## src/rtl/cw305_bus_pkg.sv

```systemverilog
// Shared types and helpers for the CW305 USB register-bus initiator.
package cw305_bus_pkg;

  typedef enum logic [2:0] {
    ST_IDLE,
    ST_WDATA,
    ST_SETUP,
    ST_STROBE,
    ST_HOLD
  } bus_state_t;

  localparam int DEF_ADDR_WIDTH    = 21;
  localparam int DEF_BYTECNT_SIZE  = 8;
  localparam int DEF_SETUP_CYCLES  = 1;
  localparam int DEF_STROBE_CYCLES = 3;
  localparam int DEF_HOLD_CYCLES   = 1;

  // Bus address is the register number with the byte index in its low bits.
  // Computed wide; the caller truncates to its own address width.
  function automatic logic [63:0] bus_addr(input logic [63:0] reg_addr,
                                           input logic [63:0] bytecnt,
                                           input int          bytecnt_size);
    return (reg_addr << bytecnt_size) | bytecnt;
  endfunction

endpackage

```

## src/rtl/cw305_bus_phase_timer.sv

```systemverilog
// Down-counter shared by the setup, strobe and hold phases.
module cw305_bus_phase_timer #(
  parameter int pWIDTH = 2
) (
  input  logic              clk,
  input  logic              rst,
  input  logic              load,
  input  logic [pWIDTH-1:0] load_val,
  output logic              expired
);

  logic [pWIDTH-1:0] count_reg;

  // Load N-1 on phase entry, so the phase lasts N cycles until the count hits zero.
  always_ff @(posedge clk or posedge rst) begin
    if (rst) begin
      count_reg <= '0;
    end else if (load) begin
      count_reg <= load_val;
    end else if (count_reg != '0) begin
      count_reg <= count_reg - pWIDTH'(1);
    end
  end

  assign expired = (count_reg == '0);

endmodule

```

## src/rtl/cw305_usb_bus_master.sv

```systemverilog
// Turns byte-burst read/write commands into timed CW305 parallel-bus cycles.
module cw305_usb_bus_master
  import cw305_bus_pkg::*;
#(
  parameter int pADDR_WIDTH    = DEF_ADDR_WIDTH,
  parameter int pBYTECNT_SIZE  = DEF_BYTECNT_SIZE,
  parameter int pSETUP_CYCLES  = DEF_SETUP_CYCLES,
  parameter int pSTROBE_CYCLES = DEF_STROBE_CYCLES,
  parameter int pHOLD_CYCLES   = DEF_HOLD_CYCLES
) (
  input  logic                                 usb_clk,
  input  logic                                 reset_i,
  input  logic                                 cmd_valid,
  output logic                                 cmd_ready,
  input  logic                                 cmd_write,
  input  logic [pADDR_WIDTH-pBYTECNT_SIZE-1:0] cmd_reg,
  input  logic [pBYTECNT_SIZE-1:0]             cmd_len,
  input  logic                                 wdata_valid,
  output logic                                 wdata_ready,
  input  logic [7:0]                           wdata,
  output logic                                 rdata_valid,
  input  logic                                 rdata_ready,
  output logic [7:0]                           rdata,
  output logic                                 done,
  output logic [pADDR_WIDTH-1:0]               usb_addr,
  output logic [7:0]                           usb_dout,
  output logic                                 usb_data_oe,
  input  logic [7:0]                           usb_din,
  output logic                                 usb_rdn,
  output logic                                 usb_wrn,
  output logic                                 usb_cen
);

  localparam int REG_W   = pADDR_WIDTH - pBYTECNT_SIZE;
  localparam int MAX_SS  = (pSETUP_CYCLES > pSTROBE_CYCLES) ? pSETUP_CYCLES : pSTROBE_CYCLES;
  localparam int MAX_CYC = (MAX_SS > pHOLD_CYCLES) ? MAX_SS : pHOLD_CYCLES;
  localparam int TW      = $clog2(MAX_CYC + 1);

  bus_state_t               state_reg, state_next;
  logic                     write_reg, write_next;
  logic [REG_W-1:0]         reg_addr_reg, reg_addr_next;
  logic [pBYTECNT_SIZE-1:0] len_reg, bytecnt_reg, bytecnt_next;
  logic                     timer_load, timer_expired;
  logic [TW-1:0]            timer_val;
  logic                     accept, wdata_hs, capture, hold_release, hold_exit;
  logic                     last_byte, burst_end, bus_active, phase_entry;

  logic                     cmd_ready_reg, wdata_ready_reg, rdata_valid_reg, done_reg;
  logic                     usb_data_oe_reg, usb_rdn_reg, usb_wrn_reg, usb_cen_reg;
  logic [7:0]               rdata_reg, usb_dout_reg;
  logic [pADDR_WIDTH-1:0]   usb_addr_reg;

  assign accept        = (state_reg == ST_IDLE) && cmd_ready_reg && cmd_valid;
  assign wdata_hs      = (state_reg == ST_WDATA) && wdata_valid;
  assign capture       = (state_reg == ST_STROBE) && timer_expired && !write_reg;
  // A read byte must be consumed before the hold phase may end.
  assign hold_release  = write_reg || !rdata_valid_reg || rdata_ready;
  assign hold_exit     = (state_reg == ST_HOLD) && timer_expired && hold_release;
  assign last_byte     = (bytecnt_reg == len_reg);
  assign burst_end     = hold_exit && last_byte;
  assign write_next    = accept ? cmd_write : write_reg;
  assign reg_addr_next = accept ? cmd_reg : reg_addr_reg;
  assign phase_entry   = (state_next != state_reg);
  assign bus_active    = (state_next == ST_SETUP) || (state_next == ST_STROBE) ||
                         (state_next == ST_HOLD);

  // State register.
  always_ff @(posedge usb_clk or posedge reset_i) begin
    if (reset_i) state_reg <= ST_IDLE;
    else         state_reg <= state_next;
  end

  // Next-state and byte-counter logic; terminal compare comes before the increment.
  always_comb begin
    state_next   = state_reg;
    bytecnt_next = bytecnt_reg;
    case (state_reg)
      ST_IDLE: begin
        if (accept) begin
          bytecnt_next = '0;
          state_next   = cmd_write ? ST_WDATA : ST_SETUP;
        end
      end
      ST_WDATA:  if (wdata_hs) state_next = ST_SETUP;
      ST_SETUP:  if (timer_expired) state_next = ST_STROBE;
      ST_STROBE: if (timer_expired) state_next = ST_HOLD;
      ST_HOLD: begin
        if (hold_exit) begin
          if (last_byte) begin
            state_next = ST_IDLE;
          end else begin
            bytecnt_next = bytecnt_reg + pBYTECNT_SIZE'(1);
            state_next   = write_reg ? ST_WDATA : ST_SETUP;
          end
        end
      end
      default: state_next = ST_IDLE;
    endcase
  end

  // Phase length selection, loaded whenever a new state is entered.
  always_comb begin
    timer_load = phase_entry;
    timer_val  = '0;
    case (state_next)
      ST_SETUP:  timer_val = TW'(pSETUP_CYCLES - 1);
      ST_STROBE: timer_val = TW'(pSTROBE_CYCLES - 1);
      ST_HOLD:   timer_val = TW'(pHOLD_CYCLES - 1);
      default:   timer_val = '0;
    endcase
  end

  cw305_bus_phase_timer #(.pWIDTH(TW)) u_phase_timer (
    .clk      (usb_clk),
    .rst      (reset_i),
    .load     (timer_load),
    .load_val (timer_val),
    .expired  (timer_expired)
  );

  // Command latches and byte counter.
  always_ff @(posedge usb_clk or posedge reset_i) begin
    if (reset_i) begin
      write_reg    <= 1'b0;
      reg_addr_reg <= '0;
      len_reg      <= '0;
      bytecnt_reg  <= '0;
    end else begin
      if (accept) begin
        write_reg    <= cmd_write;
        reg_addr_reg <= cmd_reg;
        len_reg      <= cmd_len;
      end
      bytecnt_reg <= bytecnt_next;
    end
  end

  // Registered outputs, derived from the state being entered so pins change on the edge.
  always_ff @(posedge usb_clk or posedge reset_i) begin
    if (reset_i) begin
      cmd_ready_reg   <= 1'b1;
      wdata_ready_reg <= 1'b0;
      done_reg        <= 1'b0;
      usb_cen_reg     <= 1'b1;
      usb_data_oe_reg <= 1'b0;
      usb_wrn_reg     <= 1'b1;
      usb_rdn_reg     <= 1'b1;
      usb_dout_reg    <= '0;
      usb_addr_reg    <= '0;
      rdata_reg       <= '0;
      rdata_valid_reg <= 1'b0;
    end else begin
      // Hold off a new command during the done cycle.
      cmd_ready_reg   <= (state_next == ST_IDLE) && !burst_end;
      wdata_ready_reg <= (state_next == ST_WDATA);
      done_reg        <= burst_end;
      usb_cen_reg     <= !bus_active;
      usb_data_oe_reg <= bus_active && write_next;
      usb_wrn_reg     <= !((state_next == ST_STROBE) && write_next);
      usb_rdn_reg     <= !((state_next == ST_STROBE) && !write_next);
      if (wdata_hs) usb_dout_reg <= wdata;
      if ((state_next == ST_SETUP) && phase_entry) begin
        usb_addr_reg <= pADDR_WIDTH'(bus_addr(64'(reg_addr_next), 64'(bytecnt_next), pBYTECNT_SIZE));
      end
      if (capture) begin
        rdata_reg       <= usb_din;
        rdata_valid_reg <= 1'b1;
      end else if (rdata_valid_reg && rdata_ready) begin
        rdata_valid_reg <= 1'b0;
      end
    end
  end

  assign cmd_ready   = cmd_ready_reg;
  assign wdata_ready = wdata_ready_reg;
  assign rdata_valid = rdata_valid_reg;
  assign rdata       = rdata_reg;
  assign done        = done_reg;
  assign usb_addr    = usb_addr_reg;
  assign usb_dout    = usb_dout_reg;
  assign usb_data_oe = usb_data_oe_reg;
  assign usb_rdn     = usb_rdn_reg;
  assign usb_wrn     = usb_wrn_reg;
  assign usb_cen     = usb_cen_reg;

endmodule

```

## config.mk

```make
export PLATFORM = sky130hd
export DESIGN_NAME = cw305_usb_bus_master
export DESIGN_NICKNAME = d
export VERILOG_FILES = /design/src/rtl/cw305_bus_pkg.sv /design/src/rtl/cw305_bus_phase_timer.sv /design/src/rtl/cw305_usb_bus_master.sv
export SDC_FILE = /design/constraint.sdc
export NUM_CORES = 1
export LEC_CHECK = 0
export BUFFER_PORTS_ARGS = -buffer_cell sky130_fd_sc_hd__buf_2
export CAP_MARGIN = 20
export CORE_MARGIN = 8
export CORE_UTILIZATION = 53
export DETAILED_ROUTE_END_ITERATION = 6
export PLACE_DENSITY_LB_ADDON = 0.25
export SYNTH_ARGS = -nofsm -noshare
export SYNTH_HDL_FRONTEND = slang
export SYNTH_SLANG_ARGS = --single-unit
```

## constraint.sdc

```tcl
create_clock -name usb_clk -period 2.92 [get_ports usb_clk]
set_input_delay 0.292 -clock usb_clk [delete_from_list [all_inputs] [get_ports usb_clk]]
set_output_delay 0.292 -clock usb_clk [all_outputs]
set_load 0.02 [all_outputs]
```

Word-level counts from Yosys, hierarchy flattened. Index checks and enable logic that the tools add are counted.

Register bits after elaboration: 80. Output and inout port bits: 45.

$add $sub $neg: 2. Multiplexer cells: 20. Eq/ne operators: 10. Reductions and logical operators: 31. Bitwise logic cells: 1.

Operators by type and width (number): $mux 8 (3); $or 21x8->21 (1); $pmux 8 s2 (1); $mux 3 (5); $pmux 3 s5 (1); $logic_and 1x1->1 (14); $mux 13 (1); $eq 3x2->1 const B (4); $mux 2 (6); $add 8x1->8 const B (1); $eq 8x8->1 (1); $logic_not 1->1 (7); $eq 3x1->1 const B (2); $eq 3x3->1 const B (2); $logic_not 3->1 (2); $reduce_bool 2->1 (3); $logic_or 1x1->1 (4); $mux 1 (3); $ne 3x3->1 (1); $logic_not 2->1 (1); $sub 2x1->2 const B (1).

Longest topological paths before layout.
Depth in word-level cells: 10. Depth in mapped cells: 9. Gate-level depth less buffers: 7.

Hierarchy. A second synthesis with hierarchy kept.

Cells, all modules: 298. Area, all modules: 3569.7 µm².

By module, submodules not included: cw305_usb_bus_master (cells an instance 285, area each 3442.1 µm², instances 1, seq. area each 1956.9 µm²); cw305_bus_phase_timer (cells an instance 13, area each 127.6 µm², instances 1, seq. area each 50.0 µm²).

Least setup slack after synthesis. No wires, ideal clock.

Kind: register to register. From: reg u_phase_timer.count_reg[0]. To: reg usb_addr_reg[10] (netlist: usb_addr[10]). Data required time: 2795 ps. Arrival time: 1986 ps. Library setup time: 125 ps. Stages on the path, launching flop included: 10. Slack: 809 ps. Cell sequence: dfrtp_1 inv_1 ha_1 clkbuf_1 a21boi_0 o21bai_2 o22ai_4 or2_4 buf_12 mux2_4.

Cells in the longest elaborated chain, start to end: 7. Elaborated cells between the ends (all ways): 10. Those cells by class: 2 x eq/ne; 4 x mux; 4 x reduce/logical.

Ends and longest elaborated chain: start, declared (RTL line cw305_bus_phase_timer.sv:12) `logic [pWIDTH-1:0] count_reg;`; start signal, assigned (RTL line cw305_bus_phase_timer.sv:19) `count_reg <= load_val;`; start signal, assigned (RTL line cw305_bus_phase_timer.sv:21) `count_reg <= count_reg - pWIDTH'(1);`; $logic_not 2->1 * (RTL line cw305_bus_phase_timer.sv:25) `assign expired = (count_reg == '0);`; $logic_and 1x1->1 (2 in a row) (RTL line cw305_usb_bus_master.sv:58) `assign hold_exit = (state_reg == ST_HOLD) && timer_expired && hold_release;`; $mux 3 (RTL line cw305_usb_bus_master.sv:88) `if (hold_exit) begin`; $pmux 3 s5 * (RTL line cw305_usb_bus_master.sv:77) `case (state_reg)`; $eq 3x2->1 or $ne 3x3->1 (tied branches) (RTL line cw305_usb_bus_master.sv:162, cw305_usb_bus_master.sv:63); $logic_and 1x1->1 * (RTL line cw305_usb_bus_master.sv:162) `if ((state_next == ST_SETUP) && phase_entry) begin`; end signal, assigned (RTL line cw305_usb_bus_master.sv:163) `usb_addr_reg <= pADDR_WIDTH'(bus_addr(64'(reg_addr_next), 64'(bytecnt_next), pBYTECNT_SIZE));`; end, declared (RTL line cw305_usb_bus_master.sv:51) `logic [pADDR_WIDTH-1:0] usb_addr_reg;`.

Every way passes the cells marked *; elsewhere a longest branch is shown, timed or not. A chain may end at the register's enable or synchronous reset.

Worst setup path in the final report.
From: reg u_phase_timer.count_reg[0]. To: reg usb_addr_reg[19] (netlist: usb_addr[19]).

Same word-level chain as after synthesis.

==> flow_summary_export.csv <==
group,metric,value,unit
outcome,status,"completed",
routing,final_antenna_net_count,0,
sta,setup_repair_after_global_routing_missed_its_margin,"no",
global_routing,largest_net_degree_at_the_start_of_global_routing,46,
cts,clkSlewWorstSetupHoldPaths,0.08,ns
cts,cts_post_setup_buffers_inserted,0,
sta,timing.clock.skew,0.0129,ns
setup_path,worst_path_dominant_cell_family,"simple AND/OR/NAND/NOR gates",
layout,insertedDiodeCount,0,
floorplan,die_width,97.7,um
cts,clk-insertion-delay-late,0.35,ns
global_routing,grtUsageTotal,0.172,
power,power.share.combinational,0.434,
routing,route.vias.total,2515,
floorplan,fp.coreArea,6420,sq um
power,pwr_density_cell,1140,nW/um^2
power,switch_share,0.388,
routing,vias_per_cell,5.35,
synth,netlist_area_before_placement,3540,sq um
synth,synthesized_area_fraction_occupied_by_ao_oa_aoi_and_oai_cells,0.0555,
routing,detail_route.iter0.violations,118,
floorplan,die-area,9550,sq um
hold_path,hp-class,"input port to async pin",
setup_path,cp_slowest_cell,"or2_4",
power,power_switching,1880,uW
synth,async_flop_share,1.00,
synth,synth_edf_count,0,
power,pwr-share-seq,0.380,
routing,detail_route.first_pass.iterations,4,
synth,yosys_warnings,0,
routing,detail_route.drc_violations,0,
cts,cts_tree,"built",
setup_path,critPathBufInv,1,
power,vdd_ir_drop_max,538,uV
cts,max-clock-path-buffers,2,
setup_path,worstSetupEndpointType,"register",
synth,postSynthCellCount,299,
layout,fin_util,0.661,
cts,cts_resized,0,
sta,post-route-period-util,0.831,
cts,ctsRootBufferMaster,"clkbuf_8",
sta,timing_worst_slew_pin_value,0.787,ns
cts,cts_made_buffers,9,
setup_path,path_cells,"inv_1, ha_1, nand3_2, a211oi_2, or2_4, mux2_1",
layout,synth_to_final_area_change,20.0,%
layout,fin_nets,433,
global_routing,grt_first_pass_wirelength,13400,um
setup_path,worstPathRequired,3.14,ns
global_routing,grt-ovfl-total,0,
sta,max_freq,0.412,GHz
floorplan,pin_count,88,
synth,synthMuxAreaShare,0.140,
power,clock_power_share,0.186,
sta,timing.setup.tns,0,ns
routing,routed_wirelength_normalized_by_instance_count,16.6,um
setup_path,crit_path_max_fanout,21,
synth,avgSynthCellArea,11.8,sq um
power,cellInternalPower,2970,uW
synth,syn_nets,344,
floorplan,row_count,29,
synth,synth_top_family_by_area,"simple AND/OR/NAND/NOR gates",
synth,postSynth.topFlopCell,"dfrtp_1",
cts,cts.htree.levels,3,
job,maxCapViolCount,0,
floorplan,initial_utilization,0.551,
placed_design,post-dp-hpwl,5640,um
sta,final-hold-violation-count,0,
floorplan,die-height,97.7,um
synth,register_bit_count_reported_by_yosys,80,
synth,synth_xor_xnor_area_share,0.0223,
placed_design,routabilityCongestion,0.894,
sta,timing.slew.headroom,0.475,
sta,setup-violations-final,0,
placed_design,port_buffers,87,
setup_path,crit_path_max_incr_delay,0.47,ns
setup_path,cp_arrival,2.65,ns
cts,cts.hold.buffers_added,0,
layout,final_layout_size_suffix_gt1_frac,0.384,
sta,finalCriticalPeriod,2.43,ns
synth,post_synth_fa_ha_maj_area_fraction,0.00707,
global_routing,grt_antenna_before_repair,0,
global_routing,grt_pass1_vias,2716,
synth,ys_seq_area_frac,0.567,
layout,largest_register_ffs,21,
setup_path,setup.worst_path.class,"register to register",
power,leakagePower,0.00218,uW
sta,timing.final.max_slew_violations,0,
setup_path,crit_path_start_kind,"register",
synth,post_synth_num_cell_types,53,
synth,post_synth_and_or_nand_nor_area_fraction,0.174,
routing,finalWirelength,7790,um
cts,clkSinkCount,80,
## metal layers
| metal | track usage | wire length [um] | up-vias |
|---|---|---|---|
| met3 | 0.0544 | 411 | 7 |
| met2 | 0.274 | 3890 | 49 |
| met4 | 0.0671 | 95 | 0 |
| met1 | 0.214 | 3390 | 1263 |
| met5 | 0 | 0 | - |
| li1 | - | - | 1196 |
## area by class of cell
cell class                      count  area (sq um)
Inverter                            9          33.8
Multi-Input combinational cell    198          1420
Sequential cell                    80          2010
Clock buffer                       11           141
Fill cell                         509          2180
Tap cell                           77          96.3
Clock inverter                      5          80.1
Timing Repair Buffer               90           470
## logic make-up after synthesis
logic type,Yosys count
xor gates and xnor gates,9
AOI/OAI and AO/OA,27
buffers and inverters,21
and+or+nand+nor,121
adders and majority gates,2
muxes,39
DFF,80
## synth_stat cells, types with 2 or more instances
master	count	area, sq um
nor3_1	6	30.0
xor2_1	9	78.8
clkbuf_1	4	15.0
o21ai_0	3	15.0
dfstp_2	4	105
nor2_1	6	22.5
or2_1	2	12.5
a31oi_1	3	18.8
mux2_1	5	56.3
dfrtp_1	76	1900
buf_2	4	20.0
o211ai_1	3	22.5
ha_1	2	25.0
nand4_1	3	18.8
mux2_2	12	135
inv_1	9	33.8
nand4b_1	2	17.5
mux2i_1	5	50.1
a21oi_1	5	25.0
nand2_1	77	289
or3_1	3	18.8
nand2b_1	2	12.5
and2_1	2	12.5
a21o_1	2	15.0
nand3_1	4	20.0
mux2_4	17	255
o21ai_1	2	10.0
nor4_4	2	42.5
## cells in the final DEF (no fill, tap or decap), types with 3 or more instances in the layout
| master | count |
|---|---|
| nand2_1 | 77 |
| nand4_1 | 3 |
| a31oi_1 | 3 |
| xor2_1 | 9 |
| o21ai_0 | 3 |
| o211ai_1 | 3 |
| mux2_4 | 17 |
| mux2_2 | 12 |
| inv_1 | 8 |
| buf_2 | 87 |
| or3_1 | 3 |
| dfrtp_1 | 76 |
| clkbuf_8 | 10 |
| nor3_1 | 5 |
| mux2_1 | 5 |
| nand3_1 | 4 |
| a21oi_1 | 5 |
| mux2i_1 | 5 |
| dfstp_2 | 4 |
| nor2_1 | 6 |
## power groups by stage
stage | logic (uW) | registers, uW | clock network [uW]
2_1_floorplan | 1340 | 2120 | 0
3_3_place_gp | 2060 | 1840 | 0
3_5_place_dp | 2130 | 1860 | 0
4_1_cts | 2140 | 1850 | 924
5_1_grt | 2280 | 1900 | 974
6_report | 2100 | 1840 | 903
## through the flow
stage	hold slack (ns)	instances	cell area [sq um]	power [uW]	setup slack [ns]
after floorplan	0.397	299	3540	3450	0.583
after global placement	0.453	454	4030	3910	0.634
after detailed placement	0.459	454	4030	3990	0.514
after CTS	0.0993	470	4250	4910	0.488
after global routing	0.124	470	4250	5160	0.316
final	0.0893	470	4250	4850	0.494
## final timing paths
| kind | slack [ns] | to | start | cells after the start |
|---|---|---|---|---|
| hold reg to reg | 0.48 | reg_addr_reg[10] | reg_addr_reg[10] | 2 |
| max in group asynchronous | 2.14 | usb_addr[0] | reset_i | 3 |
| hold / removal | 0.09 | rdata[1] | reset_i | 2 |
| min in group usb_clk | 0.13 | len_reg[7] | cmd_len[7] | 3 |
| setup / recovery | 0.49 | usb_addr[19] | u_phase_timer.count_reg[0] | 6 |
| setup reg to reg | 0.49 | usb_addr[19] | u_phase_timer.count_reg[0] | 6 |
(Power assumes the default switching activity.)
